### config.mk
export PLATFORM = sky130hd
export DESIGN_NAME = control_unit
export DESIGN_NICKNAME = d
export VERILOG_FILES = /design/src/rtl/cu_pkg.sv /design/src/rtl/dec3to8.sv /design/src/rtl/control_unit.sv
export SDC_FILE = /design/constraint.sdc
export NUM_CORES = 1
export LEC_CHECK = 0
export BUFFER_PORTS_ARGS = -buffer_cell sky130_fd_sc_hd__buf_2
export CAP_MARGIN = 30
export CORE_UTILIZATION = 41
export CTS_CLUSTER_DIAMETER = 40
export DETAILED_ROUTE_END_ITERATION = 16
export PLACE_DENSITY = 0.78
export SETUP_SLACK_MARGIN = 0.02
export SLEW_MARGIN = 15
export SYNTH_ARGS = -nofsm -noshare
export SYNTH_HDL_FRONTEND = slang
export SYNTH_SLANG_ARGS = --single-unit
export TNS_END_PERCENT = 100
### constraint.sdc
create_clock -name CLKb -period 2.7 [get_ports CLKb]
set_input_delay 0.54 -clock CLKb [delete_from_list [all_inputs] [get_ports CLKb]]
set_output_delay 0.54 -clock CLKb [all_outputs]
set_load 0.01 [all_outputs]
### src/rtl/cu_pkg.sv
// Shared types and constants for the processor control unit: FSM states,
// opcode encodings, ALU function codes and instruction field positions.
package cu_pkg;

  typedef enum logic [1:0] {
    T0 = 2'd0,
    T1 = 2'd1,
    T2 = 2'd2,
    T3 = 2'd3
  } state_t;

  typedef enum logic [3:0] {
    OP_MV  = 4'b0000,
    OP_MVI = 4'b0001,
    OP_ADD = 4'b0010,
    OP_SUB = 4'b0011,
    OP_AND = 4'b0100,
    OP_OR  = 4'b0101
  } opcode_t;

  localparam logic [1:0] ALU_ADD = 2'b00;
  localparam logic [1:0] ALU_SUB = 2'b01;
  localparam logic [1:0] ALU_AND = 2'b10;
  localparam logic [1:0] ALU_OR  = 2'b11;

  localparam int RX_HI = 5;
  localparam int RX_LO = 3;
  localparam int RY_HI = 2;
  localparam int RY_LO = 0;

  // ALU function for a two-operand opcode; non-ALU opcodes map to add.
  function automatic logic [1:0] alu_sel(input logic [3:0] op);
    case (op)
      OP_SUB:  alu_sel = ALU_SUB;
      OP_AND:  alu_sel = ALU_AND;
      OP_OR:   alu_sel = ALU_OR;
      default: alu_sel = ALU_ADD;
    endcase
  endfunction

  function automatic logic is_alu_op(input logic [3:0] op);
    is_alu_op = (op == OP_ADD) || (op == OP_SUB) || (op == OP_AND) || (op == OP_OR);
  endfunction

endpackage

### src/rtl/dec3to8.sv
// One-hot register decoder: a 3-bit register index plus enable becomes a
// one-hot select vector (all zero when disabled).
module dec3to8 #(
  parameter int NOUT = 8
) (
  input  logic [2:0]      idx,
  input  logic            en,
  output logic [NOUT-1:0] y
);

  always_comb begin
    y = '0;
    if (en) y[idx] = 1'b1;
  end

endmodule

### src/rtl/control_unit.sv
// Multi-cycle sequencer for the 10-bit processor datapath. Falling-edge state
// register; outputs are a combinational decode of state and IR.
module control_unit
  import cu_pkg::*;
#(
  parameter int N    = 10,
  parameter int NREG = 8
) (
  input  logic            CLKb,
  input  logic            Resetn,
  input  logic            Run,
  input  logic [N-1:0]    IR,
  output logic            IRin,
  output logic [NREG-1:0] Rin,
  output logic [NREG-1:0] Rout,
  output logic            DINout,
  output logic            Ain,
  output logic            Gin,
  output logic            Gout,
  output logic [1:0]      ALUop,
  output logic            Done
);

  state_t     state, state_nxt;
  logic [3:0] op;
  logic [2:0] rx, ry;

  logic       irin_d, dinout_d, ain_d, gin_d, gout_d, done_d;
  logic [1:0] aluop_d;
  logic       rin_en, rout_en;
  logic [2:0] rin_idx, rout_idx;

  assign op = IR[N-1:N-4];
  assign rx = IR[RX_HI:RX_LO];
  assign ry = IR[RY_HI:RY_LO];

  always_ff @(negedge CLKb) begin
    if (!Resetn) state <= T0;
    else         state <= state_nxt;
  end

  always_comb begin
    state_nxt = state;
    irin_d    = 1'b0;
    dinout_d  = 1'b0;
    ain_d     = 1'b0;
    gin_d     = 1'b0;
    gout_d    = 1'b0;
    done_d    = 1'b0;
    aluop_d   = ALU_ADD;
    rin_en    = 1'b0;
    rout_en   = 1'b0;
    rin_idx   = rx;
    rout_idx  = rx;
    case (state)
      T0: begin
        // IR and FSM both capture on this edge when Run is high
        irin_d = Run;
        if (Run) state_nxt = T1;
      end
      T1: begin
        if (op == OP_MV) begin
          rout_en   = 1'b1;
          rout_idx  = ry;
          rin_en    = 1'b1;
          done_d    = 1'b1;
          state_nxt = T0;
        end else if (op == OP_MVI) begin
          dinout_d  = 1'b1;
          rin_en    = 1'b1;
          done_d    = 1'b1;
          state_nxt = T0;
        end else if (is_alu_op(op)) begin
          rout_en   = 1'b1;
          ain_d     = 1'b1;
          state_nxt = T2;
        end else begin
          done_d    = 1'b1;
          state_nxt = T0;
        end
      end
      T2: begin
        rout_en   = 1'b1;
        rout_idx  = ry;
        gin_d     = 1'b1;
        aluop_d   = alu_sel(op);
        state_nxt = T3;
      end
      T3: begin
        gout_d    = 1'b1;
        rin_en    = 1'b1;
        done_d    = 1'b1;
        state_nxt = T0;
      end
      default: state_nxt = T0;
    endcase
  end

  // Reset held low silences every output, including the register decoders.
  dec3to8 #(.NOUT(NREG)) u_rin_dec (
    .idx (rin_idx),
    .en  (rin_en & Resetn),
    .y   (Rin)
  );

  dec3to8 #(.NOUT(NREG)) u_rout_dec (
    .idx (rout_idx),
    .en  (rout_en & Resetn),
    .y   (Rout)
  );

  assign IRin   = irin_d & Resetn;
  assign DINout = dinout_d & Resetn;
  assign Ain    = ain_d & Resetn;
  assign Gin    = gin_d & Resetn;
  assign Gout   = gout_d & Resetn;
  assign Done   = done_d & Resetn;
  assign ALUop  = Resetn ? aluop_d : 2'b00;

endmodule
==> results of run 1 <==
==> synth_stat cells <==
cell	instances	area (um2)
nor2_1	7	26.3
o41ai_2	1	16.3
dfxtp_1	2	40.0
buf_6	1	11.3
nor4b_4	1	23.8
inv_1	4	15.0
xnor2_1	1	8.76
and2b_2	1	8.76
o2111ai_4	1	26.3
ha_1	5	62.6
nand2_1	7	26.3
nand2b_1	3	18.8
a21oi_1	2	10.0
and3_2	2	15.0
nor2b_1	3	18.8
a31o_2	1	8.76
o211ai_1	2	15.0
or3b_2	1	8.76
and3_1	5	31.3
a22o_2	2	20.0
nor3_1	8	40.0
a22oi_1	2	15.0
o21a_1	2	15.0
o211a_1	1	10.0
a31oi_1	2	12.5
and2_1	3	18.8
a22o_1	1	8.76
a31o_4	1	17.5
nor4_2	1	12.5
==> cell families after synthesis <==
kind of cell | synth area share
AOI/OAI and AO/OA | 0.312
xor gates and xnor gates | 0.0156
buffers and inverters | 0.0468
DFF | 0.0713
and+or+nand+nor | 0.443
adders and majority gates | 0.111
==> stage by stage <==
step / std cells / TNS (ps)
3_3_place_gp: 142 / -14530
3_5_place_dp: 142 / -15870
2_1_floorplan: 73 / -11480
==> run metrics, run 1 <==
status did not finish; failing step clock tree synthesis; error msg [ERROR DPL-0033] detailed placement checks failed during check placement.; Die X 39.0 um; Ports 37; Final GP Congestion 0.741; number of post-CTS setup repair buffers 4; Mapped Area 562 um2; Row Count 12; post-synthesis register bit count 2; Buffers on Ports 36; Root Buffer clkbuf_4; Mapped Cells 73; Final HPWL DP 1690 um; Mapped Avg Cell Area 7.70 um2; Max Root-Sink Buffers 2; Yosys warning count 0; post-synth cell types 29; post-synthesis net count 91; # hold bufs at CTS 0; register area share after synthesis 0.0713; starting density of the core 0.474; CTS Buf Count 3; Placed Area 1040 um2; pre-CTS WS -937 ps; H-tree levels 1; post_cts resized 12; Die Ht 39.0 um; Sink Count 2
==> run 2: changes to the inputs <==
- CORE_AREA: default -> 2 2 63 65
- CORE_UTILIZATION: 41 -> default
- CTS_CLUSTER_DIAMETER: 40 -> default
- DIE_AREA: default -> 0 0 65 67
- PLACE_DENSITY: 0.78 -> default
- PLACE_DENSITY_LB_ADDON: default -> 0.15
- SETUP_SLACK_MARGIN: 0.02 -> default
==> run metrics, run 2 <==
CP endpoint kind primary output; Mapped Cells 73; Final HPWL DP about 1700 um; vias per cell 4.34; initial DRC count 14; Worst EP required 2160 ps; Post-synth EDFFs 0; Worst slew margin 0.757; post-synth cell types 29; H-tree levels 1; CTS tree yes; Max Root-Sink Buffers 2; area taken by multi-input logic gates roughly 680 um2; share of cells above drive strength 1 0.756; Mapped Avg Cell Area 7.70 um2; count leader, synth nor3_1; clk_lat worst skew approximately 270 ps; FF+latch area 45.0 um2; critical path class flip-flop to primary output; via count slightly below 800; Post-synth top cells nor3_1 (8), nand2_1 (7), nor2_1 (7); area grow syn2layout 121%; global route overflow 0; Leakage Power 0.591 nW; Nets 155; Die X between 60 and 70 um; DR pass1 iterations 4; WL/cell 11.0 um; Mapped Area 562 um2; post-synth top area cell ha_1; Finished Layout Cells 183; Total Power 331 uW; Buffers on Ports 36; first-pass GRT wire length 3410 um; ranking of synthesized cells by area ha_1 (11%), dfxtp_1 (7.1%), nor3_1 (7.1%), and3_1 (5.6%), nand2_1 (4.7%); Sink Count 2; Post-synth ARST share 0; data arrival time of the worst path 3350 ps; pwr dens 267 nW/um2; Row Count 22; Worst Skew 0.729 ps; CTS Buf Count 3; violated checks setup timing; # placed instances 175; Inserted Diodes 0; CP Launch Type flip-flop; post-synthesis register bit count 2; pre-CTS WS -902 ps; initial antenna violation count 0; RSZ-0062 raised after global routing true; vias in the first global route 809; final-report setup violation count 24; total detailed-routing wirelength 2010 um; final setup margin -1190 ps; largest net degree at the start of global routing 8; clock slew seen by the registers of the worst setup and hold paths 30 ps; commonest non-fill, non-tap cell in the layout buf_2; Placeable Area 3610 um2; Final GP Congestion 0.692; worst-margin pin slew around 360 ps; register area share after synthesis 0.0713; Yosys warning count 0; Hold Crit Class flip-flop to flip-flop; Util after Layout 0.344; Root Buffer clkbuf_8; Ports 37; Final Hold Viols 0; aggregate global-route resource usage 0.102; most frequent cells in the layout buf_2 (30), buf_4 (22), nor2_1 (7), nand2_1 (7), buf_6 (7); Max VDD drop 0.000241 V; post-synthesis net count 91; ys flop type dfxtp_1; top cell type's share of synthesized area 0.111; ANT nets after route 0; Max Cap Violations 0; DRC 0; fill count 394; starting density of the core 0.156; max-slew violation total from the final report 0; Die Ht 67 um; crit-path max FO 4; reg2reg setup slack between 1000 and 1500 ps; status finished with violations; DIE AREA 4360 um2
[run 2: path summary, 6_finish.rpt]
| check | cells past startpoint | start | end |
|---|---|---|---|
| worst min register to register | 2 | state[0] | state[0] |
| worst max-delay path | 7 | state[0] | Rout[0] |
| worst max register to register | 8 | flip-flop | flip-flop |
| worst min-delay path | 2 | state[0] | state[0] |
[run 2: report_power, final]
part / leakage [nW] / internal [mW] / total, mW / switching [mW]
registers: 0.0175 / 0.0327 / 0.0372 / 0.00454
logic: 0.541 / 0.0848 / 0.165 / 0.0800
clock network: 0.0322 / 0.0986 / 0.129 / 0.0306
total: 0.591 / 0.216 / 0.331 / 0.115
[run 2: per-layer routing]
layer  GRT usage  routed length [um]
met1       0.115                 820
met2       0.186                1060
met3      0.0118                  82
met4      0.0612                  44
met5           0                   0
[run 2: worst max-delay path, stage by stage, from the launching register on]
cell     delay, ps
dfxtp_4        380
inv_4           50
ha_4           210
and2b_2        210
a31o_4         260
nor4_4         280
and3_4         240
buf_6           90
[run 2: cell type report]
class | instances | area share
Sequential cell | 2 | 0.0363
Clock buffer | 3 | 0.0333
Timing Repair Buffer | 59 | 0.318
Inverter | 3 | 0.0131
Multi-Input combinational cell | 66 | 0.545
Clock inverter | 2 | 0.00605
Tap cell | 48 | 0.0484
[run 2: kinds of logic after synthesis]
family	after synthesis	share of synthesized area
buf+inv	5	0.0468
fa+ha+maj	5	0.111
flops	2	0.0713
xor+xnor	1	0.0156
compound gates	18	0.312
simple gates	42	0.443
[run 2: metrics by stage]
stage                     hold WS (ps)  TNS, ps  cell area (um2)
after floorplan                    522   -11480              707
after global placement             630   -14920             1080
after detailed placement           630   -15250             1080
after CTS                          665   -22480             1180
after global routing               703   -23720             1240
final                              675   -21040             1240
[run 2: timing repair]
item,CTS,global route
hold buffers,0,0
gates resized for setup,8,9
buffers inserted,3,2
pin swaps,2,11
setup endpoints to repair,24,24
(Power assumes the default switching activity.)
==> run 3: changes to the inputs <==
- PLACE_DENSITY: default -> 0.46
- PLACE_DENSITY_LB_ADDON: 0.15 -> default
==> run metrics, run 3 (synthesized netlist as in run 2, its figures left out) <==
Psw 114 uW; data arrival time of the worst path 3310 ps; worst path cell trace inv_4, ha_4, and2b_2, a22o_4, a22o_4, and3_1, buf_2; Final HPWL DP 1760 um; vias in the first global route 758; Max Root-Sink Buffers 2; Hold Crit Class flip-flop to flip-flop; P_int between 200 and 250 uW; CP endpoint kind primary output; area grow syn2layout 120%; vias per cell around 4.2; Finished Layout Cells 184; status finished with violations; Nets 156; first-pass GRT wire length 3330 um; # hold bufs at CTS 0; hold path cells 2; Util after Layout 0.342; total detailed-routing wirelength 2120 um; worst-margin pin slew 401 ps; fill count around 380; starting density of the core 0.156; final-report setup violation count 24; critical path class flip-flop to primary output; reg2reg setup slack 1400 ps; Worst slew margin 0.731; initial DRC count 11; Final GP Congestion 0.730; Die X ~65 um; share of cells above drive strength 1 0.735; max-slew violation total from the final report 0; aggregate global-route resource usage 0.0975; Leakage Power 0.592 nW; commonest non-fill, non-tap cell in the layout buf_2; Row Count 22; Placeable Area approximately 3600 um2; RSZ-0062 raised after global routing true; HP Start state[0]; final setup margin -1150 ps; Final Hold Viols 0; Die Ht around 67 um; WL/cell 11.5 um; Hold EP state[0]; CP Launch Type flip-flop; global route overflow 0; critical path launch point state[0]; violated checks setup timing; Top cell by count, worst path a22o_4; clock slew seen by the registers of the worst setup and hold paths ~30 ps; Buffers on Ports 36; DRC 0; clock share of power 0.381; logic gate share of total power 0.508; Max VDD drop around 0.00011 V; crit-path max FO 4; initial antenna violation count 0; # placed instances 177; Inserted Diodes 0; CTS tree yes; largest net degree at the start of global routing 8; DR pass1 iterations 4; clk_lat worst skew 270 ps; Sink Count 2; switching fraction of total power 0.346; Worst Skew 1.21 ps; pwr dens between 200 and 300 nW/um2; Max Cap Violations 0; most frequent cells in the layout buf_2 (32), buf_4 (22), nor2_1 (7), nand2_1 (7), buf_6 (6); Root Buffer clkbuf_8; CTS Buf Count 3; via count just under 800; CP peak stage delay 370 ps; register share of total power 0.111; Worst EP required 2160 ps; H-tree levels 1; CP max stage cell dfxtp_4; reg2reg path depth 7; Ports 37; DIE AREA 4360 um2; ANT nets after route 0
-- run 3: cell types whose count changed in the layout (fill, tap and decap cells not counted), sizes merged --
cell / delta
buf: +1
-- run 3: worst max-delay path by stage --
stage | slack (ps) | end
after global routing | -1240 | Rout[1]
after CTS | -1160 | Rout[2]
after global placement | -900 | Rout[2]
after detailed placement | -950 | Rout[7]
after floorplan | -820 | Rout[0]
final | -1150 | Rout[4]
-- run 3: what timing repair did --
item	4_1_cts	5_1_grt
setup endpoints to repair	24	24
setup buffers	2	1
resized for setup	12	3
pin swaps	8	10
-- run 3: through the flow --
| stage | setup WS, ps | hold WS [ps] | power [mW] | TNS (ps) | instance area (um2) |
|---|---|---|---|---|---|
| final | -1150 | 701 | 0.328 | -21690 | 1230 |
| after global placement | -896 | 644 | 0.191 | -15180 | 1090 |
| after CTS | -1160 | 700 | 0.328 | -22020 | 1210 |
| after global routing | -1240 | 728 | 0.356 | -23820 | 1230 |
| after detailed placement | -950 | 649 | 0.194 | -16100 | 1090 |
| after floorplan | -816 | 522 | 0.125 | -11480 | 707 |
-- run 3: power groups by stage --
stage | clock (mW) | combinational, mW | sequential [mW]
finish | 0.125 | 0.166 | 0.0365
global placement | 0.00692 | 0.149 | 0.0353
floorplan | 0.00692 | 0.0826 | 0.0358
CTS | 0.129 | 0.162 | 0.0366
detailed placement | 0.00692 | 0.151 | 0.0355
global route | 0.138 | 0.180 | 0.0367
-- run 3: area by class of cell --
cell class	instances	area, um2	share of cell area
clock buffer	3	41.3	0.0334
clock inverter	2	7.51	0.00608
inverter	3	16.3	0.0132
multi-input combinational	66	672	0.544
sequential	2	45.0	0.0365
tap	48	60.1	0.0486
timing repair buffer	60	393	0.318
-- run 3: worst max-delay path: cells and delay by family (launching register included) --
| kind | cells | cell delay (ps) |
|---|---|---|
| AOI/OAI and AO/OA | 2 | 540 |
| DFF | 1 | 370 |
| adders and majority gates | 1 | 210 |
| buffers and inverters | 2 | 180 |
| and+or+nand+nor | 2 | 390 |
-- run 3: layer usage --
metal  vias up  global-route usage  routed length, um
met3         2              0.0152                102
li1        398                   -                  -
met1       349               0.117                890
met4         0              0.0372                 13
met5         -                   0                  0
met2        22               0.174               1110
